==> config.mk <==
export PLATFORM = sky130hd
export DESIGN_NAME = pipe_stage_reg_flat
export DESIGN_NICKNAME = d
export VERILOG_FILES = /design/src/rtl/pipe_stage_reg_pkg.sv /design/src/rtl/pipe_stage_reg_if.sv /design/src/rtl/pipe_stage_reg_stall_counter.sv /design/src/rtl/pipe_stage_reg.sv /design/src/flat_wrapper.sv
export SDC_FILE = /design/constraint.sdc
export NUM_CORES = 1
export LEC_CHECK = 0
export ABC_AREA = 1
export CAP_MARGIN = 20
export CELL_PAD_IN_SITES_DETAIL_PLACEMENT = 1
export CELL_PAD_IN_SITES_GLOBAL_PLACEMENT = 1
export CORE_MARGIN = 4
export CORE_UTILIZATION = 28
export CTS_CLUSTER_SIZE = 28
export DETAILED_ROUTE_END_ITERATION = 8
export PLACE_DENSITY = 0.82
export SETUP_SLACK_MARGIN = 0.4
export SLEW_MARGIN = 40
export SYNTH_ARGS = -nofsm -noshare
export SYNTH_HDL_FRONTEND = slang
export SYNTH_SLANG_ARGS = --single-unit
==> constraint.sdc <==
create_clock -name clk -period 1.7 [get_ports clk]
set_clock_uncertainty 0.15 [all_clocks]
set_input_delay 0.255 -clock clk [delete_from_list [all_inputs] [get_ports clk]]
set_output_delay 0.255 -clock clk [all_outputs]
set_load 0.02 [all_outputs]
==> src/rtl/pipe_stage_reg_pkg.sv <==
// pipe_pkg: shared constants and state encoding for the pipeline stage register.
package pipe_pkg;
    localparam int WB_REGWR   = 1;
    localparam int WB_MEM2REG = 0;
    localparam int DEF_DATA_W = 32;
    localparam int DEF_REG_W  = 5;
    typedef enum logic [1:0] {ST_EMPTY, ST_FULL, ST_SKID} state_e;
endpackage

==> src/rtl/pipe_stage_reg_if.sv <==
// pipe_stage_reg_if: upstream/downstream handshake bundle of one stage boundary.
interface pipe_stage_reg_if #(
    parameter int DATA_W = 32,
    parameter int LANES  = 2,
    parameter int REG_W  = 5,
    parameter int CTRL_W = 2,
    parameter int CNT_W  = 16
);
    logic                    in_valid;
    logic                    in_ready;
    logic [LANES*DATA_W-1:0] in_data;
    logic [REG_W-1:0]        in_reg;
    logic [CTRL_W-1:0]       in_ctrl;
    logic                    flush;
    logic                    out_valid;
    logic                    out_ready;
    logic [LANES*DATA_W-1:0] out_data;
    logic [REG_W-1:0]        out_reg;
    logic [CTRL_W-1:0]       out_ctrl;
    logic [CNT_W-1:0]        stall_cnt;
    modport master (
        output in_valid, in_data, in_reg, in_ctrl, flush, out_ready,
        input  in_ready, out_valid, out_data, out_reg, out_ctrl, stall_cnt
    );
    modport slave (
        input  in_valid, in_data, in_reg, in_ctrl, flush, out_ready,
        output in_ready, out_valid, out_data, out_reg, out_ctrl, stall_cnt
    );
endinterface

==> src/rtl/pipe_stage_reg_stall_counter.sv <==
// stall_counter: saturating count of cycles the stage output is blocked; cleared only by reset.
module stall_counter #(
    parameter int CNT_W = 16
) (
    input  logic             clk,
    input  logic             rst_n,
    input  logic             inc_i,
    output logic [CNT_W-1:0] cnt_o
);
    logic [CNT_W-1:0] cnt_q, cnt_d;
    always_comb cnt_d = (inc_i && !(&cnt_q)) ? cnt_q + CNT_W'(1) : cnt_q;
    always_ff @(posedge clk) cnt_q <= !rst_n ? '0 : cnt_d;
    assign cnt_o = cnt_q;
endmodule

==> src/rtl/pipe_stage_reg.sv <==
// pipe_stage_reg: valid/ready pipeline register with flush and stall counter.
// PIPE_SKID_EN adds a skid entry so in_ready is registered and throughput survives backpressure.
module pipe_stage_reg
    import pipe_pkg::*;
#(
    parameter int DATA_W = DEF_DATA_W,
    parameter int LANES  = 2,
    parameter int REG_W  = DEF_REG_W,
    parameter int CTRL_W = 2,
    parameter int CNT_W  = 16
) (
    input logic              clk,
    input logic              rst_n,
    pipe_stage_reg_if.slave  bus
);
    state_e                  state_q;
    logic [LANES*DATA_W-1:0] data_q;
    logic [REG_W-1:0]        reg_q;
    logic [CTRL_W-1:0]       ctrl_q;
    logic                    accept, handoff;
`ifdef PIPE_SKID_EN
    logic [LANES*DATA_W-1:0] skid_data_q;
    logic [REG_W-1:0]        skid_reg_q;
    logic [CTRL_W-1:0]       skid_ctrl_q;
    assign bus.in_ready = rst_n && state_q != ST_SKID;
`else
    assign bus.in_ready = rst_n && (!bus.out_valid || bus.out_ready);
`endif
    assign bus.out_valid = state_q != ST_EMPTY;
    assign accept        = bus.in_valid && bus.in_ready;
    assign handoff       = bus.out_valid && bus.out_ready;
    // ctrl is cleared on every path to EMPTY so a bubble never carries RegWrite
    always_ff @(posedge clk) begin
        if (!rst_n || bus.flush) begin
            state_q <= ST_EMPTY;
            data_q  <= '0;
            reg_q   <= '0;
            ctrl_q  <= '0;
`ifdef PIPE_SKID_EN
        end else if (accept && bus.out_valid && !bus.out_ready) begin
            state_q     <= ST_SKID;
            skid_data_q <= bus.in_data;
            skid_reg_q  <= bus.in_reg;
            skid_ctrl_q <= bus.in_ctrl;
        end else if (handoff && state_q == ST_SKID) begin
            state_q <= ST_FULL;
            data_q  <= skid_data_q;
            reg_q   <= skid_reg_q;
            ctrl_q  <= skid_ctrl_q;
`endif
        end else if (accept) begin
            state_q <= ST_FULL;
            data_q  <= bus.in_data;
            reg_q   <= bus.in_reg;
            ctrl_q  <= bus.in_ctrl;
        end else if (handoff) begin
            state_q <= ST_EMPTY;
            ctrl_q  <= '0;
        end
    end
    assign bus.out_data = data_q;
    assign bus.out_reg  = reg_q;
    assign bus.out_ctrl = ctrl_q;
    stall_counter #(.CNT_W(CNT_W)) u_stall (
        .clk   (clk),
        .rst_n (rst_n),
        .inc_i (bus.out_valid && !bus.out_ready),
        .cnt_o (bus.stall_cnt)
    );
endmodule

==> src/flat_wrapper.sv <==
// flat-port wrapper written by rule: the top's interface ports become plain ports
module pipe_stage_reg_flat import pipe_pkg::*;
#(
    parameter int DATA_W = DEF_DATA_W,
    parameter int LANES  = 2,
    parameter int REG_W  = DEF_REG_W,
    parameter int CTRL_W = 2,
    parameter int CNT_W  = 16
)
  (clk, rst_n, bus_in_valid, bus_in_data, bus_in_reg, bus_in_ctrl, bus_flush, bus_out_ready, bus_in_ready, bus_out_valid, bus_out_data, bus_out_reg, bus_out_ctrl, bus_stall_cnt);
  pipe_stage_reg_if #(.DATA_W(DATA_W), .LANES(LANES), .REG_W(REG_W), .CTRL_W(CTRL_W), .CNT_W(CNT_W)) bus_i ();
  input logic clk;
  input logic rst_n;
  input wire logic [$bits(bus_i.in_valid)-1:0] bus_in_valid;
  input wire logic [$bits(bus_i.in_data)-1:0] bus_in_data;
  input wire logic [$bits(bus_i.in_reg)-1:0] bus_in_reg;
  input wire logic [$bits(bus_i.in_ctrl)-1:0] bus_in_ctrl;
  input wire logic [$bits(bus_i.flush)-1:0] bus_flush;
  input wire logic [$bits(bus_i.out_ready)-1:0] bus_out_ready;
  output wire logic [$bits(bus_i.in_ready)-1:0] bus_in_ready;
  output wire logic [$bits(bus_i.out_valid)-1:0] bus_out_valid;
  output wire logic [$bits(bus_i.out_data)-1:0] bus_out_data;
  output wire logic [$bits(bus_i.out_reg)-1:0] bus_out_reg;
  output wire logic [$bits(bus_i.out_ctrl)-1:0] bus_out_ctrl;
  output wire logic [$bits(bus_i.stall_cnt)-1:0] bus_stall_cnt;
  assign bus_i.in_valid = bus_in_valid;
  assign bus_i.in_data = bus_in_data;
  assign bus_i.in_reg = bus_in_reg;
  assign bus_i.in_ctrl = bus_in_ctrl;
  assign bus_i.flush = bus_flush;
  assign bus_i.out_ready = bus_out_ready;
  assign bus_in_ready = bus_i.in_ready;
  assign bus_out_valid = bus_i.out_valid;
  assign bus_out_data = bus_i.out_data;
  assign bus_out_reg = bus_i.out_reg;
  assign bus_out_ctrl = bus_i.out_ctrl;
  assign bus_stall_cnt = bus_i.stall_cnt;
  pipe_stage_reg #(.DATA_W(DATA_W), .LANES(LANES), .REG_W(REG_W), .CTRL_W(CTRL_W), .CNT_W(CNT_W)) u_core (.clk(clk), .rst_n(rst_n), .bus(bus_i));
endmodule
==> metrics.csv, run 1 <==
stage;metric;value;unit
cts;cts_root_buf;clkbuf_16;
global_route;antenna_found_initial;0;
cts;clk-insertion-delay-late;340;ps
yosys;synth_area;3540;um^2
timing;fin_tns_setup;0;ps
pwr;swShare;24.3;%
drt;drc;0;
layout;finalNetCount;739;
critical_path;cp_common_cell;nor2_4;
floorplanning;die_h;120;um
global_route;grt_pass1_wl;20.8;mm
layout;antenna_cells;0;
timing;worstMarginPinSlew;252;ps
critical_path;timing.critical_path.fanout_max;6;
run;max_cap_viol_count;0;
place;dp_hpwl;9.13;mm
critical_path;critPathKind;register to register;
drt;viasPerCell;4.76;
floorplanning;design.die.area;14500;um^2
yosys;syn_area_per_cell;7.48;um^2
timing;finalHoldViolCount;0;
yosys;yosys_register_bits;88;
global_route;grt_start_max_net_pins;48;
drt;ant_nets;0;
layout;area_growth_syn_to_layout;75.2;%
layout;final_common_cell;nand2_1;
place;port_buffers;164;
critical_path;cp_cell_sequence;inv_4 > nor2_4 > nor2_4 > buf_6 > nand2_8 > buf_12 > buf_16 > nand2_1 > a21oi_2;
floorplanning;initial_core_util;29.0;%
critical_path;r2r_start;u_core.state_q[0]$_SDFFE_PP0P_;
layout;largest_register_ff_count;64;
drt;wl;15.5;mm
layout;drive_gt1_share;36.6;%
pwr;powerDensity;773;nW/um^2
pwr;sequentialPowerShare;43.8;%
timing;final_max_slew_viol_count;0;
global_route;grt_pass1_vias;4044;
drt;firstDrtPassIters;4;
global_route;grt.overflow.total;0;
floorplanning;pin_count;165;
place;place_congestion;0.785;
place;place_area;5510;um^2
yosys;syn_inst;473;
cts;numCtsBuffers;9;
critical_path;cp-startpoint;u_core.state_q[0]$_SDFFE_PP0P_;
pwr;fin_total_pwr;4790;uW
critical_path;slowest_delay;370;ps
cts;hold_buffers;0;
timing;slew_headroom;83.2;%
floorplanning;die_w;120;um
critical_path;setup.worst_path.end_class;register;
min_path;hold_class;input port to register;
pwr;power_switching;1160;uW
critical_path;worstPathRequired;1820;ps
pwr;power_frac_clock;43.1;%
yosys;syn_nets;550;
drt;wl_per_cell;18.6;um
min_path;min_from;bus_in_data[51];
pwr;comb_power_share;13.1;%
yosys;ys_types;23;
layout;mostFrequentLayoutCells;167 x nand2_1, 74 x clkdlybuf4s50_1, 70 x dfxtp_1, 57 x a21oi_1, 50 x buf_2;
timing;max_freq;627;MHz
drt;drt_iter0_markers;173;
run_status;status;complete, no violations;
cts;clk_path_buf_depth;2;
timing;grt_setup_unrepaired;true;
layout;nFillCells;1472;
yosys;yosysSeqAreaShare;49.8;%
floorplanning;placementRows;40;
pwr;internal_power;3630;uW
cts;htreeDepth;3;
critical_path;start_kind;register;
critical_path;reg2regPathDepth;9;
cts;cts.clk_slew.worst_paths;60;ps
pwr;ir_worst_vdd;0.379;mV
timing;setup_viol_count_final;0;
layout;finalInstanceArea;6200;um^2
timing;fin_crit_sh;93.8;%
cts;cts_sinks;88;
floorplanning;coreArea;12200;um^2
pwr;p_leak;0.00253;uW
global_route;grtUsageTotal;18.2;%
critical_path;cp_data_arrival_time;1710;ps
min_path;min_path_cells;3;
timing;fin_crit;1590;ps
drt;vias;3967;
critical_path;crit_slowest_cell;dfxtp_4;
yosys;ys_warn_count;0;
cts;cts_tree;done;
-- per-stage QoR --
step | setup slack, ps | instances | hold WS, ps | util (%)
2_1_floorplan | 318 | 473 | 244 | -
3_3_place_gp | -246 | 795 | 298 | 45.1
3_5_place_dp | -271 | 795 | 306 | 45.1
4_1_cts | 146 | 817 | 300 | 46.2
5_1_grt | 60.4 | 834 | 318 | 50.8
6_report | 106 | 834 | 310 | 50.8
-- path summary, 6_finish.rpt --
kind | end | slack (ps)
worst max-delay path | u_core.bus.out_reg[0]$_SDFFE_PP0P_ | 110
worst min register to register | u_core.bus.out_data[8]$_SDFFE_PP0P_ | 310
worst max register to register | u_core.bus.out_reg[0]$_SDFFE_PP0P_ | 110
worst min-delay path | u_core.bus.out_data[51]$_SDFFE_PP0P_ | 310
-- synth_stat cells (all sizes together) --
cell type,number,share of area [%]
a21oi,82,12
buf,25,4.8
dfxtp,88,50
ha,1,0.35
inv,17,1.9
nand2,182,20
nand3,21,3.1
nand3b,4,0.85
nand4,1,0.60
nor2,48,6.5
nor3,1,0.14
o21ai,2,0.28
or2,1,0.18
-- cell type report --
type	instances	area [um^2]	area share (%)
well taps	168	210	3.39
flip-flops and latches	88	1830	29.5
repair buffers	203	1900	30.7
multi-input cells	343	1870	30.1
clock buffers	11	254	4.10
clock inverters	4	50.0	0.807
inverters	17	87.6	1.41
-- timing repair --
| item | CTS | global route |
|---|---|---|
| setup buffers | 3 | 11 |
| cloned | 4 | 6 |
| gates resized for setup | 392 | 101 |
| pin swaps | 1 | 34 |
| setup endpoints to repair | 177 | 123 |
-- power groups by stage --
stage                     combinational, uW  sequential [uW]  clock, uW
after floorplan                         182             2190          0
after global placement                  525             2140          0
after detailed placement                537             2150          0
after CTS                               567             2100       2110
after global routing                    666             2100       2210
final                                   627             2100       2070
-- kinds of logic after synthesis --
kind of cell / share of synthesized area (%)
AOI/OAI and AO/OA: 12.0
adders and majority gates: 0.354
buffers and inverters: 6.68
DFF: 49.8
and+or+nand+nor: 31.2
-- critical path: cells and delay by family, from the launching register on --
kind / cells / cell delay, ps
buf+inv: 4 / 430
compound gates: 1 / 170
simple gates: 4 / 380
flops: 1 / 370
-- per-layer routing --
layer	GRT usage, %	part of all wire (%)
met5	0	0
met4	7.15	2.9
met3	4.54	6.6
met2	31.9	50
met1	21.3	41
(Power assumes the default switching activity.)
==> inputs of run 2 (changes only) <==
- CORE_MARGIN: 4 -> 1.5
- SKIP_CTS_REPAIR_TIMING: not set -> 1
==> run 2 against run 1 <==
Effect of this change: largest power group unchanged; non-clock buffer count down 3; core utilization down 1.0 points; register-to-register slack better by 100 ps; via count down 2.1%; global-route usage down 0.12 points; sequential power about the same; wire length down 11%; critical path type unchanged; power down 5.8%; first-iteration DRC count down 24%; flip-flop and latch count unchanged.
==> metrics.csv, run 2 (synthesis results as in run 1) <==
stage;metric;value;unit;change
run_status;status;complete, no violations;;
timing;fin_crit_sh;87.7;%;-6.0 points
critical_path;cp_data_arrival_time;1590;ps;-120 ps
drt;firstDrtPassIters;4;;unchanged
drt;drt_iter0_markers;131;;-24%
global_route;grt_pass1_vias;3841;;-5.0%
timing;grt_setup_unrepaired;true;;
pwr;swShare;25.2;%;+0.91 points
cts;htreeDepth;3;;unchanged
drt;vias;3883;;-2.1%
layout;drive_gt1_share;36.8;%;+0.21 points
cts;numCtsBuffers;9;;unchanged
global_route;grt_start_max_net_pins;58;;+21%
layout;antenna_cells;0;;unchanged
pwr;power_frac_clock;39.7;%;-3.4 points
floorplanning;die_h;115;um;-4.2%
floorplanning;placementRows;40;;unchanged
cts;cts_tree;done;;
critical_path;crit_slowest_cell;dfxtp_4;;
floorplanning;pin_count;165;;unchanged
critical_path;worst_r2r_endpoint;u_core.u_stall.cnt_o[14]$_SDFFE_PN0P_;;
critical_path;slowest_delay;380;ps;about the same
global_route;grt.overflow.total;0;;unchanged
drt;viasPerCell;4.66;;-2.0%
pwr;power_switching;1140;uW;-2.2%
drt;drc;0;;unchanged
layout;final_cell_count_no_fill;833;;-0.12%
critical_path;timing.critical_path.fanout_max;5;;-1
floorplanning;initial_core_util;29.1;%;+0.12 points
critical_path;cp-startpoint;u_core.u_stall.cnt_o[0]$_SDFFE_PN0P_;;
place;place_congestion;0.784;;-0.22%
critical_path;crit_buf_inv;1;;-3
floorplanning;coreArea;12200;um^2;-0.41%
critical_path;setup.worst_path.end_class;register;;
timing;setup_viol_count_final;0;;unchanged
place;port_buffers;164;;unchanged
layout;finalInstanceArea;6050;um^2;-2.4%
min_path;holdPathEnd;u_core.u_stall.cnt_o[10]$_SDFFE_PN0P_;;
global_route;antenna_found_initial;0;;unchanged
pwr;ir_worst_vdd;0.368;mV;-2.8%
timing;worstMarginPinSlew;413;ps;+161 ps
pwr;powerDensity;746;nW/um^2;-3.4%
run;max_cap_viol_count;0;;unchanged
layout;largest_register_ff_count;64;;unchanged
cts;cts_root_buf;clkbuf_16;;
critical_path;crit_family;simple AND/OR/NAND/NOR gates;;
min_path;min_from;rst_n;;
layout;finalNetCount;738;;-0.14%
min_path;min_path_cells;4;;+1
cts;clk-insertion-delay-late;340;ps;about the same
critical_path;cp_cell_sequence;ha_4 > inv_6 > nor2_4 > nand3_1 > nor2_2 > nand3_1 > nand2_1 > nor2_1;;
timing;fin_crit;1490;ps;-102 ps
pwr;p_leak;0.00249;uW;-1.5%
timing;slew_headroom;72.4;%;-11 points
critical_path;r2r_start;u_core.u_stall.cnt_o[0]$_SDFFE_PN0P_;;
place;place_inst;797;;+0.25%
pwr;sequentialPowerShare;46.5;%;+2.7 points
cts;clk_path_buf_depth;2;;unchanged
timing;finalHoldViolCount;0;;unchanged
drt;wl;13.8;mm;-11%
place;dp_hpwl;8.86;mm;-2.9%
floorplanning;design.die.area;13300;um^2;-8.1%
global_route;grt_pass1_wl;18.9;mm;-8.7%
critical_path;rrSetupSlack;210;ps;+100 ps
pwr;comb_power_share;13.9;%;+0.8 points
critical_path;worstPathRequired;1790;ps;-30 ps
timing;max_freq;670;MHz;+6.9%
pwr;internal_power;3380;uW;-6.9%
critical_path;reg2regPathDepth;8;;-1
place;place_area;5510;um^2;about the same
drt;wl_per_cell;16.6;um;-11%
layout;final_common_cell;nand2_1;;
floorplanning;die_w;115;um;-4.2%
critical_path;cp_common_cell;nand3_1;;
critical_path;critPathKind;register to register;;
global_route;grtUsageTotal;18.1;%;-0.12 points
pwr;fin_total_pwr;4510;uW;-5.8%
timing;final_max_slew_viol_count;0;;unchanged
drt;ant_nets;0;;unchanged
layout;final_util;49.7;%;-1.0 points
cts;cts_sinks;88;;unchanged
critical_path;start_kind;register;;
min_path;hold_class;input port to register;;
timing;fin_tns_setup;0;ps;unchanged
layout;mostFrequentLayoutCells;148 x nand2_1, 73 x clkdlybuf4s50_1, 71 x dfxtp_1, 61 x a21oi_1, 54 x clkbuf_2;;
layout;area_growth_syn_to_layout;70.9;%;
cts;cts.clk_slew.worst_paths;60;ps;about the same
## run 2: changes by cell type in the layout (fill, tap and decap cells not counted), sizes merged, moves of 2 or more
cell	delta
dlygate4sd2	-2
clkbuf	+55
dlymetal6s2s	+3
clkinv	+2
buf	-57
## run 2: area by class of cell
type / instances / area (um^2)
fillers: 1476 / 6110
flip-flops and latches: 88 / 1820
inverters: 17 / 83.8
well taps: 168 / 210
repair buffers: 200 / 1760
clock inverters: 3 / 17.5
clock buffers: 12 / 236
multi-input cells: 344 / 1900
repair inverters: 1 / 16.3
## run 2: worst max-delay path by stage
stage	end	slack, ps	cells past startpoint
after floorplan	u_core.u_stall.cnt_o[13]$_SDFFE_PN0P_	320	7
after global placement	bus_in_ready	-250	4
after detailed placement	u_core.bus.out_data[0]$_SDFFE_PP0P_	-280	8
after CTS	bus_in_ready	-280	4
after global routing	u_core.u_stall.cnt_o[14]$_SDFFE_PN0P_	90	8
final	u_core.u_stall.cnt_o[14]$_SDFFE_PN0P_	210	8
## run 2: worst register-to-register path: stages, from the launching register on
cell and delay (ps):
dfxtp_4 380, ha_4 150, inv_6 50, nor2_4 160
nand3_1 130, nor2_2 160, nand3_1 100, nand2_1 80
nor2_1 40
## run 2: power by group through the flow
stage	Combinational [uW]	Sequential [uW]	Clock, uW
2_1_floorplan	182	2190	0
3_3_place_gp	528	2150	0
3_5_place_dp	541	2150	0
4_1_cts	544	2100	1840
5_1_grt	668	2100	1930
6_report	625	2100	1790
## run 2: metal layers
layer	routed length [um]	part of all wire [%]	up-vias	track usage [%]
li1	-	-	1892	-
met1	5780	42	1847	21.6
met2	7020	51	124	31.7
met3	764	5.5	20	3.97
met4	238	1.7	0	6.83
met5	0	0	-	0
## run 2: stage by stage
step	setup WS [ps]	hold WS, ps
2_1_floorplan	318	244
3_3_place_gp	-246	302
3_5_place_dp	-283	304
4_1_cts	-277	304
5_1_grt	88.3	274
6_report	208	252
==> inputs of run 3 (changes only) <==
- CTS_BUF_LIST: not set -> sky130_fd_sc_hd__clkbuf_16
==> run 3 against run 2 <==
Effect of this change: worst setup slack lost 3.1 ps; clock power is essentially flat; critical path depth is the same; highest routed layer unchanged.
==> metrics.csv, run 3 (synthesis results as in run 1) <==
stage;metric;value;unit;change
floorplanning;die_h;115;um;unchanged
timing;worstMarginPinSlew;407;ps;-6.44 ps
pwr;ir_worst_vdd;0.379;mV;+2.9%
layout;nFillCells;1471;;-0.34%
floorplanning;die_w;115;um;unchanged
critical_path;start_kind;register;;
layout;multi_input_area;1890;um^2;-0.40%
timing;finalHoldViolCount;0;;unchanged
global_route;grt.overflow.total;0;;unchanged
timing;slew_headroom;72.8;%;+0.43 points
timing;grt_setup_unrepaired;true;;
cts;clk_path_buf_depth;2;;unchanged
global_route;grt_start_max_net_pins;58;;unchanged
layout;final_util;49.7;%;-0.062 points
cts;cts.clk_slew.worst_paths;60;ps;about the same
floorplanning;initial_core_util;29.1;%;unchanged
cts;cts_root_buf;clkbuf_16;;
critical_path;setup.worst_path.end_class;register;;
min_path;hold_class;input port to register;;
global_route;antenna_found_initial;0;;unchanged
timing;hold_ws;254;ps;+1.38 ps
layout;largest_register_ff_count;64;;unchanged
critical_path;timing.critical_path.fanout_max;5;;unchanged
critical_path;cp_cell_sequence;ha_4 > inv_6 > nor2_4 > nand3_1 > nor2_2 > nand3_1 > nand2_1 > nor2_1;;
drt;drt_iter0_markers;134;;+2.3%
critical_path;critPathKind;register to register;;
timing;max_freq;669;MHz;-0.21%
global_route;grt_pass1_vias;3841;;unchanged
layout;drive_gt1_share;36.7;%;-0.15 points
layout;antenna_cells;0;;unchanged
floorplanning;coreArea;12200;um^2;unchanged
floorplanning;pin_count;165;;unchanged
place;place_congestion;0.784;;unchanged
cts;htreeDepth;3;;unchanged
timing;fin_crit_sh;87.9;%;+0.18 points
drt;viasPerCell;4.64;;-0.46%
drt;ant_nets;0;;unchanged
layout;finalNetCount;738;;unchanged
cts;cts_sinks;88;;unchanged
run_status;status;complete, no violations;;
pwr;p_leak;0.00249;uW;+0.21%
critical_path;slowest_delay;380;ps;about the same
floorplanning;placementRows;40;;unchanged
layout;final_common_cell;nand2_1;;
cts;clk-insertion-delay-late;340;ps;about the same
critical_path;cp_data_arrival_time;1590;ps;about the same
timing;fin_crit;1490;ps;+3.12 ps
place;dp_hpwl;8.86;mm;unchanged
pwr;powerDensity;743;nW/um^2;-0.42%
timing;setup_viol_count_final;0;;unchanged
layout;register_area;1820;um^2;unchanged
cts;numCtsBuffers;9;;unchanged
drt;wl;13.7;mm;-0.89%
drt;firstDrtPassIters;4;;unchanged
drt;vias;3865;;-0.46%
run;max_cap_viol_count;0;;unchanged
cts;cts_tree;done;;
global_route;grt_pass1_wl;18.9;mm;unchanged
layout;area_growth_syn_to_layout;70.7;%;
global_route;grtUsageTotal;18.1;%;unchanged
floorplanning;design.die.area;13300;um^2;unchanged
critical_path;cp_common_cell;nand3_1;;
place;port_buffers;164;;unchanged
layout;mostFrequentLayoutCells;149 x nand2_1, 73 x clkdlybuf4s50_1, 71 x dfxtp_1, 61 x a21oi_1, 54 x clkbuf_2;;
critical_path;worstPathRequired;1790;ps;about the same
drt;wl_per_cell;16.4;um;-0.89%
critical_path;crit_slowest_cell;dfxtp_4;;
drt;drc;0;;unchanged
timing;final_max_slew_viol_count;0;;unchanged
[run 3: cell types whose count changed in the layout (fill, tap and decap cells not counted)]
cell,before,now
clkbuf_1,3,0
inv_1,12,15
nand2_1,148,149
nand2_4,10,9
[run 3: final timing paths]
kind	start	endpoint	slack [ps]	depth (start not counted)
max	u_core.u_stall.cnt_o[0]$_SDFFE_PN0P_	u_core.u_stall.cnt_o[14]$_SDFFE_PN0P_	210	8
min	rst_n	u_core.u_stall.cnt_o[10]$_SDFFE_PN0P_	250	4
max reg2reg	u_core.u_stall.cnt_o[0]$_SDFFE_PN0P_	u_core.u_stall.cnt_o[14]$_SDFFE_PN0P_	210	8
min reg2reg	u_core.bus.out_data[52]$_SDFFE_PP0P_	u_core.bus.out_data[52]$_SDFFE_PP0P_	310	2
[run 3: layout make-up]
type	count	area share [%]
Multi-Input combinational cell	344	31.3
Sequential cell	88	30.2
Timing Repair Buffer	200	29.2
Clock buffer	9	3.73
Tap cell	168	3.48
Inverter	17	1.39
Clock inverter	6	0.476
Timing Repair inverter	1	0.269
[run 3: critical path, delay by kind of cell (launching register included)]
| family | cells | cell delay [ps] |
|---|---|---|
| and+or+nand+nor | 6 | 660 |
| DFF | 1 | 380 |
| adders and majority gates | 1 | 150 |
| buffers and inverters | 1 | 50 |
[run 3: per-stage QoR]
step	cells	instance area [um^2]	total power, uW	setup WS, ps	setup TNS, ps
5_1_grt	833	6040	4680	88.3	0
2_1_floorplan	473	3690	2380	318	0
3_5_place_dp	797	5510	2690	-283	-18450
6_report	833	6040	4490	205	0
3_3_place_gp	797	5510	2670	-246	-12320
4_1_cts	812	5760	4470	-277	-1830
[run 3: per-layer routing]
metal	vias to the layer above	track usage [%]	wire length (um)
li1	1896	-	-
met1	1819	21.6	5690
met2	129	31.7	6910
met3	21	3.97	824
met4	0	6.83	254
met5	-	0	0
[run 3: where the power goes]
part	total, uW	leakage [uW]	switching, uW	internal [uW]
registers	2100	0.000726	21.9	2080
clock network	1770	0.000140	804	965
logic	622	0.00163	304	318
